===== config.mk =====
export PLATFORM = sky130hd
export DESIGN_NAME = adder_tree_pipe
export DESIGN_NICKNAME = d
export VERILOG_FILES = /design/src/rtl/adder_tree_pipe.sv
export SDC_FILE = /design/constraint.sdc
export NUM_CORES = 1
export LEC_CHECK = 0
export ABC_AREA = 1
export CAP_MARGIN = 20
export CELL_PAD_IN_SITES_DETAIL_PLACEMENT = 1
export CELL_PAD_IN_SITES_GLOBAL_PLACEMENT = 2
export CORE_MARGIN = 2
export CORE_UTILIZATION = 29
export CTS_CLUSTER_DIAMETER = 80
export DETAILED_ROUTE_END_ITERATION = 6
export PLACE_DENSITY_LB_ADDON = 0.12
export SYNTH_ARGS = -nofsm -noshare
export SYNTH_HDL_FRONTEND = slang
export SYNTH_SLANG_ARGS = --single-unit

===== constraint.sdc =====
create_clock -name clk -period 2.29 [get_ports clk]
set_clock_uncertainty 0.2 [all_clocks]
set_input_delay 0.3435 -clock clk [delete_from_list [all_inputs] [get_ports clk]]
set_output_delay 0.3435 -clock clk [all_outputs]
set_load 0.03 [all_outputs]

===== src/rtl/adder_tree_pipe.sv =====
// adder_tree_pipe: pipelined adder tree summing NUM operands of BITS each.
//
// One register stage per tree level (L = clog2(NUM) levels). Each level adds
// adjacent pairs; an odd leftover operand is passed through unchanged. The
// last level also applies optional saturation and registers o/sat together.
// Every stage has its own valid bit, so empty stages fill even while the
// output is stalled (bubbles collapse), and a full pipe still streams one
// result per cycle when ready_out is held high.
//
// Ports:
//   clk        clock
//   resetn     asynchronous active-low reset
//   valid      input operands valid
//   ready      tree can accept operands this cycle
//   i          packed operands, operand k = i[k*BITS +: BITS]
//   o          sum (OBITS wide: BITS when saturating, else BITS+clog2(NUM))
//   sat        result was clamped (always 0 when SATURATE=0)
//   valid_out  o/sat valid
//   ready_out  downstream accepts result
module adder_tree_pipe #(
   parameter int unsigned BITS     = 16,
   parameter int unsigned NUM      = 4,
   parameter bit          SIGNED   = 1'b1,
   parameter bit          SATURATE = 1'b0,
   localparam int unsigned OBITS   = SATURATE ? BITS : BITS + $clog2(NUM)
) (
   input  logic                clk,
   input  logic                resetn,
   input  logic                valid,
   output logic                ready,
   input  logic [NUM*BITS-1:0] i,
   output logic [OBITS-1:0]    o,
   output logic                sat,
   output logic                valid_out,
   input  logic                ready_out
);

   localparam int unsigned L  = $clog2(NUM);
   // Internal operands carry the full final width from the start; the upper
   // bits of early levels are plain sign/zero extension.
   localparam int unsigned WI = BITS + L;

   typedef logic [NUM-1:0][WI-1:0] vec_t;

   localparam logic [WI-1:0] SMAX = WI'((64'd1 << (BITS - 1)) - 64'd1);
   localparam logic [WI-1:0] SMIN = ~SMAX;
   localparam logic [WI-1:0] UMAX = WI'((64'd1 << BITS) - 64'd1);

   // One tree level: slot k = a[2k] + a[2k+1], or a[2k] alone if it is the
   // odd leftover. Slots past the live operand count stay zero.
   function automatic vec_t reduce_pairs(input vec_t a);
      vec_t r;
      r = '0;
      for (int unsigned k = 0; k < NUM; k++) begin
         if (2 * k + 1 < NUM) begin
            r[k] = a[2*k] + a[2*k+1];
         end else if (2 * k < NUM) begin
            r[k] = a[2*k];
         end
      end
      return r;
   endfunction

   logic [L-1:0]       v_q, v_d, load;
   logic [L:0]         upv;
   logic               drn;
   logic [BITS-1:0]    opnd;
   vec_t               ext;
   logic [1:0][WI-1:0] fin;
   logic [WI-1:0]      full;
   logic [OBITS-1:0]   o_d, o_q;
   logic               sat_d, sat_q;

   // Extend every operand to the internal width.
   always_comb begin
      ext  = '0;
      opnd = '0;
      for (int unsigned k = 0; k < NUM; k++) begin
         opnd   = i[k*BITS +: BITS];
         ext[k] = (SIGNED && opnd[BITS-1]) ? {{L{1'b1}}, opnd} : {{L{1'b0}}, opnd};
      end
   end

   // Upstream-valid of stage s is upv[s]: the input for stage 0, else v_q[s-1].
   assign upv = {v_q, valid};

   // Walk from the output back to the input: a stage drains exactly when its
   // successor loads, and the last stage drains on the output handshake.
   always_comb begin
      load  = '0;
      v_d   = v_q;
      ready = 1'b0;
      drn   = v_q[L-1] & ready_out;
      for (int s = int'(L) - 1; s >= 0; s--) begin
         load[s] = upv[s] & (~v_q[s] | drn);
         v_d[s]  = load[s] | (v_q[s] & ~drn);
         if (s == 0) begin
            ready = ~v_q[0] | drn;
         end
         drn = load[s];
      end
   end

   if (L > 1) begin : g_mid
      vec_t mid_q [L-1];

      always_ff @(posedge clk or negedge resetn) begin
         if (!resetn) begin
            for (int s = 0; s < int'(L) - 1; s++) begin
               mid_q[s] <= '0;
            end
         end else begin
            for (int s = 0; s < int'(L) - 1; s++) begin
               if (load[s]) begin
                  if (s == 0) begin
                     mid_q[s] <= reduce_pairs(ext);
                  end else begin
                     mid_q[s] <= reduce_pairs(mid_q[s-1]);
                  end
               end
            end
         end
      end

      // The final level always sees exactly two live operands.
      assign fin = mid_q[L-2][1:0];
   end else begin : g_direct
      assign fin = ext[1:0];
   end

   assign full = fin[0] + fin[1];

   always_comb begin
      o_d   = full[OBITS-1:0];
      sat_d = 1'b0;
      if (SATURATE) begin
         if (SIGNED) begin
            if ($signed(full) > $signed(SMAX)) begin
               o_d   = SMAX[OBITS-1:0];
               sat_d = 1'b1;
            end else if ($signed(full) < $signed(SMIN)) begin
               o_d   = SMIN[OBITS-1:0];
               sat_d = 1'b1;
            end
         end else if (full > UMAX) begin
            o_d   = UMAX[OBITS-1:0];
            sat_d = 1'b1;
         end
      end
   end

   always_ff @(posedge clk or negedge resetn) begin
      if (!resetn) begin
         v_q   <= '0;
         o_q   <= '0;
         sat_q <= 1'b0;
      end else begin
         v_q <= v_d;
         if (load[L-1]) begin
            o_q   <= o_d;
            sat_q <= sat_d;
         end
      end
   end

   assign o         = o_q;
   assign sat       = sat_q;
   assign valid_out = v_q[L-1];

endmodule


After elaboration in Yosys (flattened, before gate mapping)

Cells that the tools add are included.

Register bits: 56
Input bits: 68
Output and inout port bits: 21
Word-level logic and storage cells: 24

Add/sub/neg operators: 3
Multiplexer cells: 4
Bitwise operators: 13

Operators by type and width:

| cell               | number |
|---|---|
| two-way mux 18 bit | 4 |
| adder 18 bit       | 3 |
| bitwise AND 1 bit  | 5 |
| NOT 1 bit          | 4 |
| bitwise OR 1 bit   | 4 |

Longest topological paths before layout

Depth in word-level cells: 6
Depth in mapped cells: 13
Depth with buffers taken out: 13

Worst setup path before layout

No wires, ideal clock.

Path type: input to register
From: in i[0]
To: reg g_mid.mid_q, in the netlist fin[14]
Library setup time: 0.117 ns
Arrival time: 1.638 ns
Data required time: 1.973 ns
Path slack: 0.334 ns
Stages: 13
Cell sequence: ha_1 > inv_1 > fa_1 > inv_1 > nand2_1 > o21ai_2 > nand2_1 > nand2_1 > nand2_1 > nand2_1 > nand2_1 > nand3_1 > nand2_1

Word-level cells in the longest chain between the ends: 2

Ends and longest elaborated chain:

| what                            | RTL line | RTL |
|---|---|---|
| from (decl)                     | 31       | `input logic [NUM*BITS-1:0] i,` |
| two-way mux 18 bit              | 80       | `ext[k] = (SIGNED && opnd[BITS-1]) ? {{L{1'b1}}, opnd} : {{L{1'b0}}, opnd};` |
| adder 18 bit                    | 56       | `r[k] = a[2*k] + a[2*k+1];` |
| to (signal, indexed assignment) | 116      | `mid_q[s] <= reduce_pairs(ext);` |
| to (signal, indexed assignment) | 118      | `mid_q[s] <= reduce_pairs(mid_q[s-1]);` |
| to (decl)                       | 105      | `vec_t mid_q [L-1];` |

Every way passes these cells.
A chain may end at the register's enable or synchronous reset.

Final worst setup path

From: in ready_out
To: out ready

Word-level cells in the longest chain between the ends: 4

Ends and longest elaborated chain:

| what              | RTL line | RTL |
|---|---|---|
| from (decl)       | 35       | `input logic ready_out` |
| bitwise AND 1 bit | 93       | `drn = v_q[L-1] & ready_out;` |
| bitwise OR 1 bit  | 95       | `load[s] = upv[s] & (~v_q[s] \| drn);` |
| bitwise AND 1 bit | 95       |  |
| bitwise OR 1 bit  | 98       | `ready = ~v_q[0] \| drn;` |
| to (decl)         | 30       | `output logic ready,` |

Every way passes these cells.

==> impl_metrics.csv <==
group,metric,value,unit
run_status,outcome,"complete, no violations",
critical_path,critPathCaptureType,"output port",
cts,clock-sinks,56,
floorplanning,initial_core_util,29.8,%
yosys,ys_seq_area_share,28.3,%
worst_hold_path,hp-class,"primary input to flip-flop",
critical_path,worstPathCellList,"clkdlybuf4s50_1 > inv_1 > nand3_1 > clkdlybuf4s50_1",
floorplanning,fp-row-count,47,
route,firstDrtPassIters,4,
yosys,synth_area_leader_cell,"dfrtp_1",
floorplanning,core-area,16600,µm²
sta,rsz0062_at_grt,"false",
critical_path,critical-path-top-delay-family,"buffers and inverters",
sta,hold_viol_final,0,
global_routing,grt_pass1_wl,26000,µm
critical_path,worstPathArrival,1630,ps
layout,area_growth,34.0,%
global_routing,overflow,0,
critical_path,critPathRequiredTime,1750,ps
cts,cts_tree,"built",
route,drtAntennaViolNets,0,
route,num_vias,5143,
sta,drv_slew,0,
sta,finalCriticalPeriod,2180,ps
power,leakagePower,3.45,nW
power,vdd_drop_max,0.000382,V
cts,htreeDepth,2,
critical_path,cp-start-kind,"primary input",
yosys,synthCells,764,
global_routing,track_usage,17.5,%
placement,place_area,6380,µm²
yosys,synth_warnings,0,
cts,path_clk_slew,70,ps
layout,drive_above_1_share,10.5,%
route,post_drt_wl_per_cell,13.4,µm
placement,gp_congestion,0.820,
yosys,synth_top_area_share,28.3,%
cts,clk_latency,300,ps
placement,io_buffers,87,
route,vias_per_cell,4.61,
layout,fillers,2137,
cts,cts_made_buffers,5,
critical_path,worstPathMaxFanout,3,
critical_path,slowest_stage,"clkdlybuf4s50_1",
layout,final_nets,1015,
cts,clock_path_buffers,2,
layout,multi_input_area,3180,µm²
placement,place_ws,-307,ps
placement,dpl.hpwl,12800,µm
route,routed_wl,15000,µm
global_routing,grt_pass1_vias,5509,
critical_path,critPathMostFrequentCell,"clkdlybuf4s50_1",
layout,diodes,0,
yosys,ys_seq_elements,56,
yosys,synth_area_per_cell,6.48,µm²
yosys,synth_nets,884,
critical_path,cp.buffers_inverters,3,
critical_path,r2r_setup_slack,190,ps
cts,cts_root_buf,"clkbuf_16",
route,drtIter0Drc,197,
global_routing,grt_max_degree,57,
yosys,netlist-cell-type-count,29,
floorplanning,ios,89,
flow_run,cap_viol_max_count,0,
route,drc,0,
global_routing,grt_antenna_before_repair,0,
sta,setup_violations,0,
critical_path,path_class,"primary input to output port",
sta,setup_slack,114,ps
critical_path,max_stage_delay,680,ps
floorplanning,chipHeight,135,µm
layout,seq_area,1400,µm²
floorplanning,die_area,18100,µm²
floorplanning,die_width,135,µm
sta,worst_hold_slack,265,ps
sta,timing.final.crit_share,95.0,%
sta,fmax,459,MHz
layout,design_area,6640,µm²
power,p_per_area,763,nW/µm²
yosys,syn_area,4950,µm²
yosys,yosys-top-cells-area,"dfrtp_1 (28%), nand2_1 (22%), ha_1 (12%)",
[worst reg2reg max path, delay by kind of cell, from the launching register on]
kind	cells	cell delay, ps
buf+inv	1	60
simple gates	7	490
compound gates	1	190
fa+ha+maj	2	640
flops	1	390
[logic make-up after synthesis]
logic type,synth area share [%]
buf+inv,8.56
simple gates,37.3
fa+ha+maj,13.6
xor+xnor,3.01
other cells,0.0757
compound gates,9.15
flops,28.3
[state kept, by name (all words and copies together), names as in the netlist]
register  cells
fin          36
o            18
v_q           2
[cell usage in the layout, fill, tap and decap left out, types with 2 or more instances in the layout]
cell             count
nand2_1            284
inv_1               89
clkdlybuf4s50_1     85
nand3_1             58
nor2_1              56
dfrtp_1             56
ha_1                46
buf_4               46
a21oi_1             33
o21ai_0             25
o21ai_1             17
nand2_2             15
xnor2_1             14
nand3b_1            12
nor3_1               9
inv_2                8
clkbuf_16            5
nand3_2              3
nand4_1              3
xor2_1               3
a31oi_1              3
ha_2                 3
a21oi_2              2
o21ai_2              2
and2_1               2
o21bai_1             2
fa_2                 2
[path summary, 6_finish.rpt]
kind / start / endpoint / cells past startpoint
worst min-delay path: i[16] / fin[0]$_DFFE_PN0P_ / 4
worst min register to register: o[10]$_DFFE_PN0P_ / o[10]$_DFFE_PN0P_ / 2
worst max register to register: fin[18]$_DFFE_PN0P_ / o[16]$_DFFE_PN0P_ / 11
worst max-delay path: ready_out / ready / 4
min in group asynchronous: resetn / v_q[1]$_DFF_PN0_ / 3
max in group asynchronous: resetn / fin[35]$_DFFE_PN0P_ / 3
[metrics by stage]
stage | total power, mW | cells | utilization, % | TNS (ps)
2_1_floorplan | 3.17 | 764 | - | 0
3_3_place_gp | 4.15 | 1105 | 38.4 | -2200
3_5_place_dp | 4.21 | 1105 | 38.4 | -3770
4_1_cts | 5.13 | 1114 | 39.4 | 0
5_1_grt | 5.53 | 1116 | 39.9 | 0
6_report | 5.07 | 1116 | 39.9 | 0
[cells in the mapped netlist, drive strengths merged]
| master | count |
|---|---|
| fa | 3 |
| nor3 | 9 |
| dfrtp | 56 |
| clkbuf | 2 |
| nand3 | 61 |
| ha | 49 |
| nand4 | 3 |
| inv | 97 |
| a31oi | 3 |
| nor2 | 56 |
| buf | 9 |
| o21ai | 45 |
| nand2 | 300 |
| a21oi | 35 |
| and2 | 2 |
| o21bai | 2 |
| or2 | 2 |
| xor2 | 3 |
| conb | 1 |
| nand3b | 12 |
| xnor2 | 14 |
[layout make-up]
class                           instances  share of cell area (%)
Sequential cell                        56                    21.1
Multi-Input combinational cell        600                    47.9
Clock buffer                            5                    1.89
Clock inverter                          3                   0.698
Tap cell                              220                    4.15
Timing Repair Buffer                  135                    18.7
Inverter                               97                    5.49
[power breakdown]
group,internal (mW),switching (mW)
Combinational,1.13,1.60
Sequential,1.27,0.182
Clock,0.520,0.361
Total,2.92,2.14
[what timing repair did]
action / CTS / global route
hold buffers: 1 / 0
gates resized for setup: 0 / 22
endpoints found under the hold margin: 56 / 0
endpoints found under the setup margin: 0 / 10
setup buffers: 0 / 2
[routing by layer]
layer	share of wire (%)	routed length, µm	GRT usage, %
met5	0	0	0
met4	0.89	133	3.27
met3	2.4	353	1.50
met2	47	7030	30.5
met1	50	7470	23.9
No activity file was read; power rests on OpenSTA's default activity.
